`src/rtl/mem_stage_pkg.sv`:
```
// Shared encodings for the memory-access stage: op and width codes, FSM states
// and the byte-count helper used by the transfer sequencer.
package mem_stage_pkg;

    localparam logic [1:0] MEM_NONE  = 2'b00;
    localparam logic [1:0] MEM_LOAD  = 2'b01;
    localparam logic [1:0] MEM_STORE = 2'b10;
    localparam logic [1:0] MEM_RSVD  = 2'b11;

    localparam logic [1:0] WIDTH_B = 2'b00;
    localparam logic [1:0] WIDTH_H = 2'b01;
    localparam logic [1:0] WIDTH_W = 2'b10;

    typedef enum logic {
        ST_IDLE = 1'b0,
        ST_BUSY = 1'b1
    } state_e;

    // Index of the final byte beat; the reserved width code behaves as a word.
    function automatic logic [1:0] last_beat(input logic [1:0] width);
        case (width)
            WIDTH_B: return 2'd0;
            WIDTH_H: return 2'd1;
            WIDTH_W: return 2'd3;
            default: return 2'd3;
        endcase
    endfunction

    function automatic logic is_mem_op(input logic [1:0] op);
        return !(op == MEM_NONE || op == MEM_RSVD);
    endfunction

endpackage

```
`src/rtl/mem_stage_load_extend.sv`:
```
// Turns the little-endian load assembly register into the 32-bit writeback
// value, sign- or zero-extending byte and half loads.
module load_extend
    import mem_stage_pkg::*;
(
    input  logic [31:0] asm_in,
    input  logic [1:0]  width_in,
    input  logic        signed_in,
    output logic [31:0] data_out
);

    always_comb begin
        data_out = asm_in;
        case (width_in)
            WIDTH_B: data_out = {{24{signed_in & asm_in[7]}}, asm_in[7:0]};
            WIDTH_H: data_out = {{16{signed_in & asm_in[15]}}, asm_in[15:0]};
            default: data_out = asm_in;
        endcase
    end

endmodule

```
`src/rtl/mem_stage.sv`:
```
// Memory-access pipeline stage: passes ALU results through in one cycle and
// runs loads/stores as byte-serial req/ack transfers, stalling upstream meanwhile.
module mem_stage
    import mem_stage_pkg::*;
(
    input  logic        clk_in,
    input  logic        rst_in,
    input  logic        valid_in,
    input  logic        rdE_in,
    input  logic [4:0]  rdIdx_in,
    input  logic [31:0] rdData_in,
    input  logic [1:0]  memOp_in,
    input  logic [1:0]  memWidth_in,
    input  logic        loadSigned_in,
    input  logic [31:0] storeData_in,
    output logic        stall_out,
    output logic        memReq_out,
    output logic        memWr_out,
    output logic [31:0] memAddr_out,
    output logic [7:0]  memWData_out,
    input  logic [7:0]  memRData_in,
    input  logic        memAck_in,
    output logic        valid_out,
    output logic        rdE_out,
    output logic [4:0]  rdIdx_out,
    output logic [31:0] rdData_out
);

    state_e      state_q, state_d;
    logic [1:0]  cnt_q, cnt_d;
    logic [31:0] addr_q, addr_d;
    logic [1:0]  width_q, width_d;
    logic        sgn_q, sgn_d;
    logic        store_q, store_d;
    logic [31:0] sdata_q, sdata_d;
    logic        rde_q, rde_d;
    logic [4:0]  rdidx_q, rdidx_d;
    logic [31:0] asm_q, asm_d;
    logic        valid_out_q, valid_out_d;
    logic        rde_out_q, rde_out_d;
    logic [4:0]  rdidx_out_q, rdidx_out_d;
    logic [31:0] rddata_out_q, rddata_out_d;

    logic        busy;
    logic [31:0] asm_merged;
    logic [31:0] load_data;

    assign busy = (state_q == ST_BUSY);

    // Assembly with the acknowledged read byte already placed in its lane, so
    // the final beat's result can be extended and registered on the same edge.
    genvar gi;
    generate
        for (gi = 0; gi < 4; gi++) begin : g_lane
            logic lane_hit;
            assign lane_hit = busy & memAck_in & ~store_q & (cnt_q == 2'(gi));
            assign asm_merged[gi*8 +: 8] = lane_hit ? memRData_in : asm_q[gi*8 +: 8];
        end
    endgenerate

    load_extend u_load_extend (
        .asm_in    (asm_merged),
        .width_in  (width_q),
        .signed_in (sgn_q),
        .data_out  (load_data)
    );

    assign stall_out    = busy | (valid_in & is_mem_op(memOp_in));
    assign memReq_out   = busy;
    assign memWr_out    = busy & store_q;
    assign memAddr_out  = busy ? (addr_q + {30'd0, cnt_q}) : 32'd0;
    assign memWData_out = (busy & store_q) ? 8'(sdata_q >> {cnt_q, 3'b000}) : 8'd0;

    assign valid_out  = valid_out_q;
    assign rdE_out    = rde_out_q;
    assign rdIdx_out  = rdidx_out_q;
    assign rdData_out = rddata_out_q;

    always_comb begin
        state_d      = state_q;
        cnt_d        = cnt_q;
        addr_d       = addr_q;
        width_d      = width_q;
        sgn_d        = sgn_q;
        store_d      = store_q;
        sdata_d      = sdata_q;
        rde_d        = rde_q;
        rdidx_d      = rdidx_q;
        asm_d        = asm_q;
        valid_out_d  = 1'b0;
        rde_out_d    = rde_out_q;
        rdidx_out_d  = rdidx_out_q;
        rddata_out_d = rddata_out_q;

        case (state_q)
            ST_IDLE: begin
                if (valid_in) begin
                    if (is_mem_op(memOp_in)) begin
                        state_d = ST_BUSY;
                        cnt_d   = 2'd0;
                        addr_d  = rdData_in;
                        width_d = memWidth_in;
                        sgn_d   = loadSigned_in;
                        store_d = (memOp_in == MEM_STORE);
                        sdata_d = storeData_in;
                        rde_d   = rdE_in;
                        rdidx_d = rdIdx_in;
                        asm_d   = 32'd0;
                    end else begin
                        valid_out_d  = 1'b1;
                        rde_out_d    = rdE_in;
                        rdidx_out_d  = rdIdx_in;
                        rddata_out_d = rdData_in;
                    end
                end
            end
            ST_BUSY: begin
                if (memAck_in) begin
                    asm_d = asm_merged;
                    if (cnt_q == last_beat(width_q)) begin
                        state_d      = ST_IDLE;
                        valid_out_d  = 1'b1;
                        rde_out_d    = rde_q & ~store_q;
                        rdidx_out_d  = rdidx_q;
                        rddata_out_d = store_q ? 32'd0 : load_data;
                    end else begin
                        cnt_d = cnt_q + 2'd1;
                    end
                end
            end
        endcase
    end

    always_ff @(posedge clk_in) begin
        if (rst_in) begin
            state_q      <= ST_IDLE;
            cnt_q        <= 2'd0;
            addr_q       <= 32'd0;
            width_q      <= 2'd0;
            sgn_q        <= 1'b0;
            store_q      <= 1'b0;
            sdata_q      <= 32'd0;
            rde_q        <= 1'b0;
            rdidx_q      <= 5'd0;
            asm_q        <= 32'd0;
            valid_out_q  <= 1'b0;
            rde_out_q    <= 1'b0;
            rdidx_out_q  <= 5'd0;
            rddata_out_q <= 32'd0;
        end else begin
            state_q      <= state_d;
            cnt_q        <= cnt_d;
            addr_q       <= addr_d;
            width_q      <= width_d;
            sgn_q        <= sgn_d;
            store_q      <= store_d;
            sdata_q      <= sdata_d;
            rde_q        <= rde_d;
            rdidx_q      <= rdidx_d;
            asm_q        <= asm_d;
            valid_out_q  <= valid_out_d;
            rde_out_q    <= rde_out_d;
            rdidx_out_q  <= rdidx_out_d;
            rddata_out_q <= rddata_out_d;
        end
    end

endmodule

```
`config.mk`:
```
export PLATFORM = sky130hd
export DESIGN_NAME = mem_stage
export DESIGN_NICKNAME = d
export VERILOG_FILES = /design/src/rtl/mem_stage_pkg.sv /design/src/rtl/mem_stage_load_extend.sv /design/src/rtl/mem_stage.sv
export SDC_FILE = /design/constraint.sdc
export NUM_CORES = 1
export LEC_CHECK = 0
export ABC_AREA = 1
export CAP_MARGIN = 20
export CORE_AREA = 2 2 128 130
export CTS_BUF_LIST = sky130_fd_sc_hd__clkbuf_8
export DETAILED_ROUTE_END_ITERATION = 12
export DIE_AREA = 0 0 130 132
export GPL_ROUTABILITY_DRIVEN = 0
export GPL_TIMING_DRIVEN = 0
export PLACE_DENSITY = 0.84
export SKIP_CTS_REPAIR_TIMING = 1
export SYNTH_ARGS = -nofsm -noshare
export SYNTH_HDL_FRONTEND = slang
export SYNTH_HIERARCHICAL = 1
export SYNTH_SLANG_ARGS = --single-unit
```
`constraint.sdc`:
```
create_clock -name clk_in -period 3.2 [get_ports clk_in]
set_clock_uncertainty 0.2 [all_clocks]
set_input_delay 0.48 -clock clk_in [delete_from_list [all_inputs] [get_ports clk_in]]
set_output_delay 0.48 -clock clk_in [all_outputs]
set_load 0.03 [all_outputs]
```
==> results.sh <==
export IMPL_cts_root_buf="clkbuf_8"
export IMPL_dpl_worst_slack_ns=-0.1034
export IMPL_peakVddDrop_uv=317.1
export IMPL_rsz0062_at_grt="true"
export IMPL_die_width_um=130
export IMPL_hold_slack_ns=0.1673
export IMPL_overflow=0
export IMPL_p_leak_nw=4.902
export IMPL_endpoint_kind="primary output"
export IMPL_dp_cells=1647
export IMPL_port_buffers=167
export IMPL_critPathMaxStageDelay_ns=0.71
export IMPL_arrival_ns=2.49
export IMPL_diodes=0
export IMPL_dr_pass1_iters=5
export IMPL_hp_class="in -> reg"
export IMPL_worst_slew_pin_slew_ns=0.6650
export IMPL_synth_main_ff_cell="dfxtp_1"
export IMPL_maxCapViolCount=0
export IMPL_final_cells=1677
export IMPL_core_area_um2=15710
export IMPL_grt_usage_pct=29.75
export IMPL_final_common_cell="nand2_1"
export IMPL_cts_sinks=148
export IMPL_cts_tree="done"
export IMPL_critPathSlowestCell="clkdlybuf4s50_1"
export IMPL_cts_htree_levels=4
export IMPL_fin_ws_ns=0.02741
export IMPL_postPlaceCellArea_um2=10100
export IMPL_fin_util_pct=67.03
export IMPL_rr_startpoint="cnt_q[1]$_SDFFE_PP0P_"
export IMPL_fin_crit_sh_pct=99.14
export IMPL_dr_first_iter_drc_count=843
export IMPL_nFillCells=1397
export IMPL_ys_seq_area_share_pct=36.30
export IMPL_syn_inst=1264
export IMPL_cts_max_path_buffers=2
export IMPL_criticalPathCategory="in -> out"
export IMPL_path_cells="clkdlybuf4s50_1 > inv_1 > ha_1 > or2_1 > nand2_1 > clkdlybuf4s50_1"
export IMPL_final_area_um2=10530
export IMPL_worstPathRequired_ns=2.52
export IMPL_clock_fmax_ghz=0.3152
export IMPL_ant_nets=0
export IMPL_worstReg2RegEnd="rdData_out[29]$_SDFFE_PP0P_"
export IMPL_power_total_mw=4.777
export IMPL_min_from="rst_in"
export IMPL_via_count=8955
export IMPL_synth_cell_types=31
export IMPL_grt_first_pass_wirelength_um=40720
export IMPL_row_count=46
export IMPL_die_h_um=132
export IMPL_startpoint="memOp_in[0]"
export IMPL_dieArea_um2=17160
export IMPL_ios=169
export IMPL_hpwl_um=19470
export IMPL_async_flop_share_pct=0
export IMPL_report_final_slew_viol_count=0
export IMPL_reg2reg_slack_ns=0.28
export IMPL_cellPowerDensity_nw_per_um2=453.6
export IMPL_grt_pass1_vias=8150
export IMPL_critPathMaxFanout=3
export IMPL_setup_viol=0
export IMPL_tns_ns=0
export IMPL_synthToLayoutAreaGrowth_pct=29.05
export IMPL_finalNetCount=1544
export IMPL_clock_latency_ns=0.48
export IMPL_hold_depth=2
export IMPL_relSlewSlack_pct=55.66
export IMPL_min_period_ns=3.173
export IMPL_ys_warnings_count=6
export IMPL_whs_endpoint="asm_q[23]$_SDFFE_PP0P_"
export IMPL_start_util_pct=51.94
export IMPL_clk_pin_slew_ns=0.08
export IMPL_wl_um=25820
export IMPL_synth_edff_count=0
export IMPL_route_detailed_drc=0
export IMPL_avgSynthCellArea_um2=6.457
export IMPL_wl_per_cell_um=15.40
export IMPL_grt_start_max_net_pins=17
export IMPL_status="finished clean"
export IMPL_most_common_layout_cells="279 x nand2_1, 254 x nor2_1, 146 x dfxtp_1, 130 x o21ai_0, 129 x clkdlybuf4s50_1"
export IMPL_cp_start_kind="input pin"
export IMPL_cts_buffers_inserted=17
export IMPL_path_common_cell="clkdlybuf4s50_1"
export IMPL_rr_worst_depth=17
export IMPL_synth_area_um2=8162
export IMPL_via_per_inst=5.340
export IMPL_syn_num_nets=1359
export IMPL_ys_ff_latch=148
export IMPL_hold_violations=0
export IMPL_drive_gt1_share_pct=10.13
export IMPL_antenna_found_initial=0
==> worst max-delay path: cells and delay by family <==
family	cells	cell delay, ns
simple gates	2	0.43
buf+inv	3	1.24
fa+ha+maj	1	0.32
==> cell type report <==
cell class / count / area [um^2] / share of cell area [%]
buffer: 83 / 494.2 / 4.692
clock buffer: 18 / 247.7 / 2.352
clock inverter: 13 / 158.9 / 1.509
inverter: 120 / 452.9 / 4.300
multi-input combinational: 912 / 4274 / 40.58
sequential: 148 / 2968 / 28.18
tap: 216 / 270.3 / 2.566
timing repair buffer: 167 / 1667 / 15.82
==> cells in the mapped netlist, types with 7 or more instances <==
| cell type | count | area, um^2 |
|---|---|---|
| nand3b_1 | 33 | 247.7 |
| o21ai_0 | 130 | 650.6 |
| o21ai_2 | 8 | 70.07 |
| clkbuf_1 | 30 | 112.6 |
| o22ai_1 | 33 | 206.5 |
| buf_4 | 15 | 112.6 |
| buf_2 | 23 | 115.1 |
| nor2_1 | 259 | 972.2 |
| inv_1 | 115 | 431.7 |
| nand3_2 | 13 | 130.1 |
| dfxtp_1 | 148 | 2963 |
| nand3_1 | 26 | 130.1 |
| a21oi_1 | 96 | 480.5 |
| buf_6 | 11 | 123.9 |
| ha_1 | 7 | 87.58 |
| nand2_1 | 281 | 1055 |
==> flip-flops by register name, summed over array words and instances, names as in the netlist <==
name	count
rde_q	1
rdidx_q	5
memReq_out	1
width_q	2
store_q	1
cnt_q	2
sdata_q	32
asm_q	32
rdE_out	1
valid_out	1
addr_q	32
sgn_q	1
rdIdx_out	5
rdData_out	32
==> metal layers <==
| layer | vias up | part of all wire (%) | global-route usage (%) |
|---|---|---|---|
| met4 | 0 | 3.1 | 10.99 |
| met5 | - | 0 | 0 |
| met1 | 4080 | 42 | 39.29 |
| li1 | 4381 | - | - |
| met2 | 434 | 48 | 49.01 |
| met3 | 60 | 7.6 | 4.464 |
==> power breakdown <==
part | total [mW] | internal [mW] | leakage, nW | switching (mW)
clock | 1.52 | 0.783 | 0.194 | 0.742
combinational | 1.15 | 0.458 | 3.49 | 0.688
sequential | 2.11 | 1.99 | 1.21 | 0.117
==> worst max path at each step <==
stage               slack [ns]  depth (start not counted)              end
floorplan                 0.61                          8  memAddr_out[14]
finish                    0.03                          6        stall_out
detailed placement       -0.10                         11  memAddr_out[20]
global placement         -0.04                         11  memAddr_out[20]
CTS                      -0.62                         11  memAddr_out[20]
global route             -0.08                         11  memAddr_out[20]
==> kinds of logic after synthesis <==
logic type | share of synthesized area, %
AND/OR/NAND/NOR | 32.79
AO/OA/AOI/OAI | 17.34
buffers and inverters | 11.60
flip-flops | 36.30
adder cells (fa/ha/maj) | 1.318
XOR/XNOR | 0.6439
No activity file was read; power rests on OpenSTA's default activity.
